==> config.mk <==
export PLATFORM = sky130hd
export DESIGN_NAME = machine_timer
export DESIGN_NICKNAME = d
export VERILOG_FILES = /design/src/rtl/timer_pkg.sv /design/src/rtl/timer_prescaler.sv /design/src/rtl/machine_timer.sv
export SDC_FILE = /design/constraint.sdc
export NUM_CORES = 1
export LEC_CHECK = 0
export ABC_AREA = 1
export CAP_MARGIN = 30
export CORE_MARGIN = 2
export CORE_UTILIZATION = 25
export DETAILED_ROUTE_END_ITERATION = 12
export PLACE_DENSITY_LB_ADDON = 0.3
export SKIP_CTS_REPAIR_TIMING = 1
export SLEW_MARGIN = 20
export SYNTH_ARGS = -nofsm -noshare
export SYNTH_HDL_FRONTEND = slang
export SYNTH_SLANG_ARGS = --single-unit
==> constraint.sdc <==
create_clock -name clk -period 3.6 [get_ports clk]
set_input_delay 0.9 -clock clk [delete_from_list [all_inputs] [get_ports clk]]
set_output_delay 0.9 -clock clk [all_outputs]
set_load 0.02 [all_outputs]
==> src/rtl/timer_pkg.sv <==
// Shared register map, CTRL field positions and the timer value type for the machine timer.
package timer_pkg;

    localparam logic [4:0] MTIME_LO_OFS    = 5'h00;
    localparam logic [4:0] MTIME_HI_OFS    = 5'h04;
    localparam logic [4:0] MTIMECMP_LO_OFS = 5'h08;
    localparam logic [4:0] MTIMECMP_HI_OFS = 5'h0C;
    localparam logic [4:0] CTRL_OFS        = 5'h10;

    localparam int unsigned CTRL_EN_BIT       = 0;
    localparam int unsigned CTRL_PRESCALE_LSB = 16;

    typedef logic [63:0] timer_val_t;

endpackage

==> src/rtl/timer_prescaler.sv <==
// Prescaler down counter: emits a one-cycle tick every PRESCALE+1 enabled cycles.
module timer_prescaler #(
    parameter int unsigned PRESCALE_W = 16
) (
    input  logic                  clk,
    input  logic                  rst,
    input  logic                  i_en,
    input  logic                  i_load,
    input  logic [PRESCALE_W-1:0] i_load_val,
    input  logic [PRESCALE_W-1:0] i_prescale,
    output logic                  o_tick
);

    logic [PRESCALE_W-1:0] r_count;

    // A reload from the bus suppresses the tick for that cycle.
    assign o_tick = i_en && !i_load && (r_count == '0);

    // Count down while enabled, reload on expiry or on a CTRL write.
    always_ff @(posedge clk) begin
        if (rst) begin
            r_count <= '0;
        end else if (i_load) begin
            r_count <= i_load_val;
        end else if (i_en) begin
            if (r_count == '0) begin
                r_count <= i_prescale;
            end else begin
                r_count <= r_count - PRESCALE_W'(1);
            end
        end
    end

endmodule

==> src/rtl/machine_timer.sv <==
// RISC-V machine timer: 64-bit mtime/mtimecmp, prescaled tick, MTIP and a 32-bit register port.
module machine_timer
    import timer_pkg::*;
#(
    parameter int unsigned PRESCALE_W  = 16,
    parameter logic        CTRL_RST_EN = 1'b1
) (
    input  logic        clk,
    input  logic        rst,
    input  logic        req_valid,
    output logic        req_ready,
    input  logic        req_we,
    input  logic [4:0]  req_addr,
    input  logic [31:0] req_wdata,
    output logic        rsp_valid,
    output logic [31:0] rsp_rdata,
    output logic        rsp_err,
    output logic        timer_irq,
    output logic        tick_o
);

    timer_val_t            r_mtime;
    timer_val_t            r_mtimecmp;
    logic                  r_en;
    logic [PRESCALE_W-1:0] r_prescale;
    logic [31:0]           r_snapshot;
    logic                  r_rsp_valid;
    logic [31:0]           r_rsp_rdata;
    logic                  r_rsp_err;
    logic                  r_irq;
    logic                  r_tick;

    logic                  w_err;
    logic                  w_wr;
    logic                  w_rd;
    logic                  w_ctrl_wr;
    logic                  w_tick;
    logic [31:0]           w_rdata;

    assign req_ready = 1'b1;
    assign w_err     = (req_addr[1:0] != 2'b00) || (req_addr > CTRL_OFS);
    assign w_wr      = req_valid && req_we && !w_err;
    assign w_rd      = req_valid && !req_we && !w_err;
    assign w_ctrl_wr = w_wr && (req_addr == CTRL_OFS);

    assign rsp_valid = r_rsp_valid;
    assign rsp_rdata = r_rsp_rdata;
    assign rsp_err   = r_rsp_err;
    assign timer_irq = r_irq;
    assign tick_o    = r_tick;

    timer_prescaler #(
        .PRESCALE_W(PRESCALE_W)
    ) u_prescaler (
        .clk       (clk),
        .rst       (rst),
        .i_en      (r_en),
        .i_load    (w_ctrl_wr),
        .i_load_val(req_wdata[CTRL_PRESCALE_LSB +: PRESCALE_W]),
        .i_prescale(r_prescale),
        .o_tick    (w_tick)
    );

    // Read mux over the pre-update register values.
    always_comb begin
        w_rdata = '0;
        case (req_addr)
            MTIME_LO_OFS:    w_rdata = r_mtime[31:0];
            MTIME_HI_OFS:    w_rdata = r_snapshot;
            MTIMECMP_LO_OFS: w_rdata = r_mtimecmp[31:0];
            MTIMECMP_HI_OFS: w_rdata = r_mtimecmp[63:32];
            CTRL_OFS: begin
                w_rdata[CTRL_PRESCALE_LSB +: PRESCALE_W] = r_prescale;
                w_rdata[CTRL_EN_BIT]                     = r_en;
            end
            default:         w_rdata = '0;
        endcase
    end

    // mtime: a bus write to either half wins over a same-cycle tick, dropping that increment.
    always_ff @(posedge clk) begin
        if (rst) begin
            r_mtime <= '0;
        end else if (w_wr && (req_addr == MTIME_LO_OFS)) begin
            r_mtime[31:0] <= req_wdata;
        end else if (w_wr && (req_addr == MTIME_HI_OFS)) begin
            r_mtime[63:32] <= req_wdata;
        end else if (w_tick) begin
            r_mtime <= r_mtime + 64'd1;
        end
    end

    // mtimecmp halves, written independently.
    always_ff @(posedge clk) begin
        if (rst) begin
            r_mtimecmp <= '1;
        end else if (w_wr && (req_addr == MTIMECMP_LO_OFS)) begin
            r_mtimecmp[31:0] <= req_wdata;
        end else if (w_wr && (req_addr == MTIMECMP_HI_OFS)) begin
            r_mtimecmp[63:32] <= req_wdata;
        end
    end

    // CTRL register: enable and prescale reload value.
    always_ff @(posedge clk) begin
        if (rst) begin
            r_en       <= CTRL_RST_EN;
            r_prescale <= '0;
        end else if (w_ctrl_wr) begin
            r_en       <= req_wdata[CTRL_EN_BIT];
            r_prescale <= req_wdata[CTRL_PRESCALE_LSB +: PRESCALE_W];
        end
    end

    // Capture the upper half on a low-half read so LO-then-HI reads are atomic.
    always_ff @(posedge clk) begin
        if (rst) begin
            r_snapshot <= '0;
        end else if (w_rd && (req_addr == MTIME_LO_OFS)) begin
            r_snapshot <= r_mtime[63:32];
        end
    end

    // Registered response, one cycle after each accepted request.
    always_ff @(posedge clk) begin
        if (rst) begin
            r_rsp_valid <= 1'b0;
            r_rsp_rdata <= '0;
            r_rsp_err   <= 1'b0;
        end else begin
            r_rsp_valid <= req_valid;
            r_rsp_rdata <= w_rd ? w_rdata : '0;
            r_rsp_err   <= req_valid && w_err;
        end
    end

    // Registered MTIP compare and tick output.
    always_ff @(posedge clk) begin
        if (rst) begin
            r_irq  <= 1'b0;
            r_tick <= 1'b0;
        end else begin
            r_irq  <= (r_mtime >= r_mtimecmp);
            r_tick <= w_tick;
        end
    end

endmodule

==> Word-level counts from Yosys, hierarchy flattened <==
Cells that the tools add are included.
{ "word_totals": {"regBits": 229, "out_inout_bits": 37, "elab_cells": 62} }
{ "op_classes": {"add_sub_neg": 2, "order_cmp": 2, "eq_ne": 5, "n_mux": 10, "bitwise_logic": 3, "n_reduce_logical": 27} }
{ "op_table": {"columns": ["cell", "count"], "rows": [
  ["$mux 32", 3],
  ["$pmux 16 s5", 1],
  ["$add 64x1->64 const B", 1],
  ["$ge 64x64->1", 1],
  ["$mux 64", 1],
  ["$pmux 15 s4", 1],
  ["$mux 16", 3],
  ["$logic_not 16->1", 1],
  ["$sub 16x1->16 const B", 1],
  ["$logic_and 1x1->1", 13],
  ["$eq 5x4->1 const B", 2],
  ["$reduce_bool 2->1", 4],
  ["$reduce_and 2->1", 3],
  ["$eq 5x3->1 const B", 1],
  ["$eq 5x5->1 const B", 1],
  ["$gt 5x5->1 const B", 1],
  ["$logic_not 5->1", 1],
  ["$pmux 1 s5", 1],
  ["$logic_not 1->1", 3],
  ["$not 1->1", 3],
  ["$ne 2x2->1 const B", 1],
  ["$reduce_or 2->1", 1],
  ["$logic_or 1x1->1", 1]
]} }

==> Logic depth before layout (Yosys ltp) <==
{ "depth": {"ltp_word": 11, "mapped_depth": 17} }

==> Hierarchy <==
From an unflattened synthesis, not the netlist that was laid out.
{ "hier_totals": {"cells_unflattened": 1964, "area_unflattened_um2": 13387.8} }
{ "by_module_without_submodules": {"columns": ["mod", "n_inst", "cells_each", "area_each_um2", "seq_area_each_um2"], "rows": [
  ["machine_timer", 1, 1740, 11893.9, 4264.1],
  ["timer_prescaler", 1, 224, 1493.9, 320.3]
]} }

==> Worst setup path before layout <==
No wires, ideal clock.
{ "synth_timing": {"path_kind": "input-to-reg", "start": "input port req_addr[1]", "end": "register r_mtime[40]", "setup_ns": 0.117, "arrival_time_ns": 2.057, "path_slack_ns": 1.426, "cell_stages": 11, "path_buffers": 1, "cell_sequence": "nor2_4 > nand2_2 > nor3_4 > nand2_4 > inv_4 > nor2_1 > nor2_2 > buf_4 > nand2_1 > a21oi_1 > nor2_1"} }
{ "synth_between": {"elab_chain_len": 10} }
{ "synth_lines": {"columns": ["item", "line_no", "text"], "rows": [
  ["start, declared", "machine_timer.sv:13", "input logic [4:0] req_addr,"],
  ["$gt 5x5->1 or $reduce_bool 2->1 (tied branches)", "machine_timer.sv:41", "assign w_err = (req_addr[1:0] != 2'b00) || (req_addr > CTRL_OFS);"],
  ["$logic_or 1x1->1", "machine_timer.sv:41", null],
  ["$logic_not 1->1", "machine_timer.sv:42", "assign w_wr = req_valid && req_we && !w_err;"],
  ["$logic_and 1x1->1", "machine_timer.sv:42", null],
  ["$logic_and 1x1->1", "machine_timer.sv:44", "assign w_ctrl_wr = w_wr && (req_addr == CTRL_OFS);"],
  ["$logic_not 1->1", "timer_prescaler.sv:17", "assign o_tick = i_en && !i_load && (r_count == '0);"],
  ["$logic_and 1x1->1 (2 in series)", "timer_prescaler.sv:17", null],
  ["$reduce_bool 2->1 (no line)", null, null],
  ["$reduce_and 2->1 (no line)", null, null],
  ["end signal, assigned", "machine_timer.sv:87", "r_mtime[63:32] <= req_wdata;"],
  ["end signal, assigned", "machine_timer.sv:89", "r_mtime <= r_mtime + 64'd1;"],
  ["end, declared", "machine_timer.sv:22", "timer_val_t r_mtime;"]
]} }
Parallel ways exist; a longest one is shown, timed or not.
A chain may end at the register's enable or synchronous reset.

==> Worst setup path in the final report <==
{ "layout_timing": {"start": "register r_mtimecmp[49]", "end": "register r_irq, in the netlist timer_irq"} }
{ "layout_between": {"elab_chain_len": 1} }
{ "layout_lines": {"columns": ["item", "line_no", "text"], "rows": [
  ["start, declared", "machine_timer.sv:23", "timer_val_t r_mtimecmp;"],
  ["start signal, assigned", "machine_timer.sv:100", "r_mtimecmp[63:32] <= req_wdata;"],
  ["$ge 64x64->1", "machine_timer.sv:143", "r_irq <= (r_mtime >= r_mtimecmp);"],
  ["end signal, assigned", "machine_timer.sv:143", null],
  ["end, declared", "machine_timer.sv:30", "logic r_irq;"]
]} }
No other way between the ends.

==> results.toml <==
[outcome]
status = "finished, final reports clean"

[route]
wirelength_um = 53600
wl_met1_um = 25000
antenna_left = 0
dr.max_layer_used = "met4"
dr.first_iter.drc_count = 1240
wl_per_cell_um = 19.4
wl_met2_um = 23900
met3_length_um = 3470
vias = 13800
first_pass_iters = 5
drc = 0
via_per_inst = 4.99

[yosys]
synth_top_area_share_pct = 34.7
synthArstFlopShare_pct = 0
yosys.area.top_type = "dfxtp_1"
yosys-mux-area-fraction_pct = 0
synth-xor-area-share_pct = 2.32
synth_cells = 2001
syn_area_per_cell_sq_um = 6.61
synth_top_cells_by_count = "462 x nand2_1, 259 x nor2_1, 229 x dfxtp_1, 216 x inv_1, 204 x a21oi_1"
synth_simple_gate_area_share_pct = 28.9
synth_top_family_by_area = "simple AND/OR/NAND/NOR gates"
synth_area_leaders = "dfxtp_1 35%, nand2_1 13%, a21oi_1 7.7%"
syn_nets = 2109
synth_compound_gate_area_share_pct = 18.7
synth_adder_area_share_pct = 6.34
ys_types = 44
ys_ff_latch = 229
yosys_warnings = 0
yosysSeqAreaShare_pct = 34.7
synth_edf_count = 0
yosysMostFrequentCell = "nand2_1"
syn_area_sq_um = 13200
synth_flop_cell = "dfxtp_1"

[job]
maxCapViolations = 0

[floorplanning]
die_y_um = 234
io-pin-count = 78
start_util_pct = 25.2
dieWidth_um = 234
dieArea_sq_um = 54800
fp.coreArea_sq_um = 52400
num_rows = 84

[sta]
worst_slew_pin_slew_ns = 0.706
fin_worst_skew_ns = 0.0257
fmax_ghz = 0.376
setup_tns_ns = 0
hold_viol = 0
finalMaxSlewViolations = 0
period_share_pct = 73.9
finalCriticalPeriod_ns = 2.66
rsz0062_at_grt = "no"
setup_viol = 0
slew_headroom_pct = 52.5

[critical_path]
crit_slowest_cell = "nor3_1"
cp_max_fo = 2
crit_chain = "inv_1 -> ha_1 -> inv_1 -> nor2_1 -> nand3_1 -> nor3_1 -> nor3b_1 -> nand2_1 -> nand3_1 -> nand2_1 -> inv_1"
cp.arrival_ns = 3.16
cp-end-kind = "flop"
criticalPathCategory = "reg2reg"
path_delay_family = "simple AND/OR/NAND/NOR gates"
max_stage_delay_ns = 0.56
cpMostUsedCell = "inv_1"
path_buf_inv = 3
cp-start-kind = "flop"
cp.required_ns = 4.09

[cells_and_area]
n_antenna_cell = 0
drive_above_1_share_pct = 5.64
fillers = 5750
syn_to_final_growth_pct = 18.9
post-route-util_pct = 30.0
finish.net_count = 2164

[power]
ir_drop_mv = 0.329
power_density_nw_per_um2 = 509
p_leak_nw = 6.69

[placement]
gp_congestion = 0.932
portBuffers = 76
detailed_place_hpwl_um = 40700

[cts]
cts_tree = "yes"
cts.sinks = 229
path_clk_slew_ns = 0.06
clk_path_buf_depth = 3
clkLatencyLatePin_ns = 0.57
root_buffer = "clkbuf_16"
cts_htree_levels = 1
cts_buffers = 27

[grt]
grt_pass1_wl_um = 80200
antenna_found_initial = 0
grt_max_degree = 67
grt.total_usage_pct = 19.3
grt_pass1_vias = 12800
grt-ovfl-total = 0

[worst_hold_path]
hp-class = "reg2reg"
-- worst paths after layout --
kind | startpoint | endpoint | slack [ns] | cells after the start
worst max-delay path | r_mtimecmp[49] | timer_irq | 0.94 | 11
worst min register to register | r_snapshot[12] | r_snapshot[12] | 0.45 | 2
worst max register to register | r_mtimecmp[49] | timer_irq | 0.94 | 11
worst min-delay path | r_snapshot[12] | r_snapshot[12] | 0.45 | 2
-- flip-flops by register name, indices dropped and copies added (netlist names), 16 cells and up --
signal / cells
r_mtime: 64
r_mtimecmp: 64
r_prescale: 16
u_prescaler.r_count: 16
r_snapshot: 32
rsp_rdata: 32
-- logic make-up after synthesis --
| logic type | count (synthesis) |
|---|---|
| other | 1 |
| DFF | 229 |
| xor gates and xnor gates | 35 |
| AOI/OAI and AO/OA | 451 |
| adders and majority gates | 67 |
| buffers and inverters | 304 |
| and+or+nand+nor | 914 |
-- layer usage --
layer,vias to the layer above,track usage (%)
met5,-,0
met4,0,5.08
met3,63,2.76
met2,487,31.1
met1,6526,26.9
li1,6729,-
-- placed cells by master, fill, tap and decap left out, types with 3 or more instances in the layout --
| cell | count |
|---|---|
| a21oi_1 | 204 |
| a221oi_1 | 22 |
| a31oi_1 | 35 |
| buf_12 | 3 |
| buf_4 | 28 |
| clkbuf_1 | 3 |
| clkbuf_16 | 27 |
| clkbuf_8 | 9 |
| clkdlybuf4s50_1 | 75 |
| clkinv_2 | 3 |
| clkinvlp_4 | 3 |
| dfxtp_1 | 229 |
| ha_1 | 67 |
| inv_1 | 216 |
| inv_2 | 4 |
| nand2_1 | 462 |
| nand2_2 | 8 |
| nand3_1 | 86 |
| nand3b_1 | 5 |
| nand4_1 | 31 |
| nor2_1 | 259 |
| nor2_2 | 7 |
| nor2_4 | 7 |
| nor3_1 | 32 |
| o211ai_1 | 10 |
| o21a_1 | 4 |
| o21ai_0 | 122 |
| o21ai_1 | 19 |
| o22ai_1 | 30 |
| or2_2 | 6 |
| xnor2_1 | 14 |
| xor2_1 | 21 |
-- where the power goes --
part	internal, mW	switching (mW)	total (mW)	leakage, nW
logic	0.704	1.35	2.05	4.38
clock network	1.71	1.19	2.90	0.455
registers	2.74	0.314	3.05	1.85
-- layout make-up --
cell class	count	area, sq um	share of cell area, %
sequential	229	4580	29.1
inverter	223	840	5.34
tap	688	861	5.47
clock inverter	10	126	0.803
multi-input combinational	1468	7460	47.4
timing repair buffer	107	1050	6.67
clock buffer	39	811	5.16
-- tightest hold or removal path: cells and delay by family (launching register included) --
family	cells	cell delay, ns
buf+inv	1	0.05
flops	1	0.31
compound gates	1	0.04
-- metrics by stage --
step | instance area (sq um) | worst slack (ns) | power [mW] | cells | hold WS (ns)
after floorplan | 13200 | 1.43 | 4.43 | 2001 | 0.424
after global placement | 14800 | 0.426 | 5.10 | 2714 | 0.432
after detailed placement | 14800 | 0.426 | 5.13 | 2715 | 0.436
after CTS | 15700 | 0.924 | 8.03 | 2764 | 0.445
after global routing | 15700 | 0.742 | 8.43 | 2764 | 0.461
final | 15700 | 0.938 | 8.00 | 2764 | 0.446
Note: power is estimated with default switching activity, not from simulation.
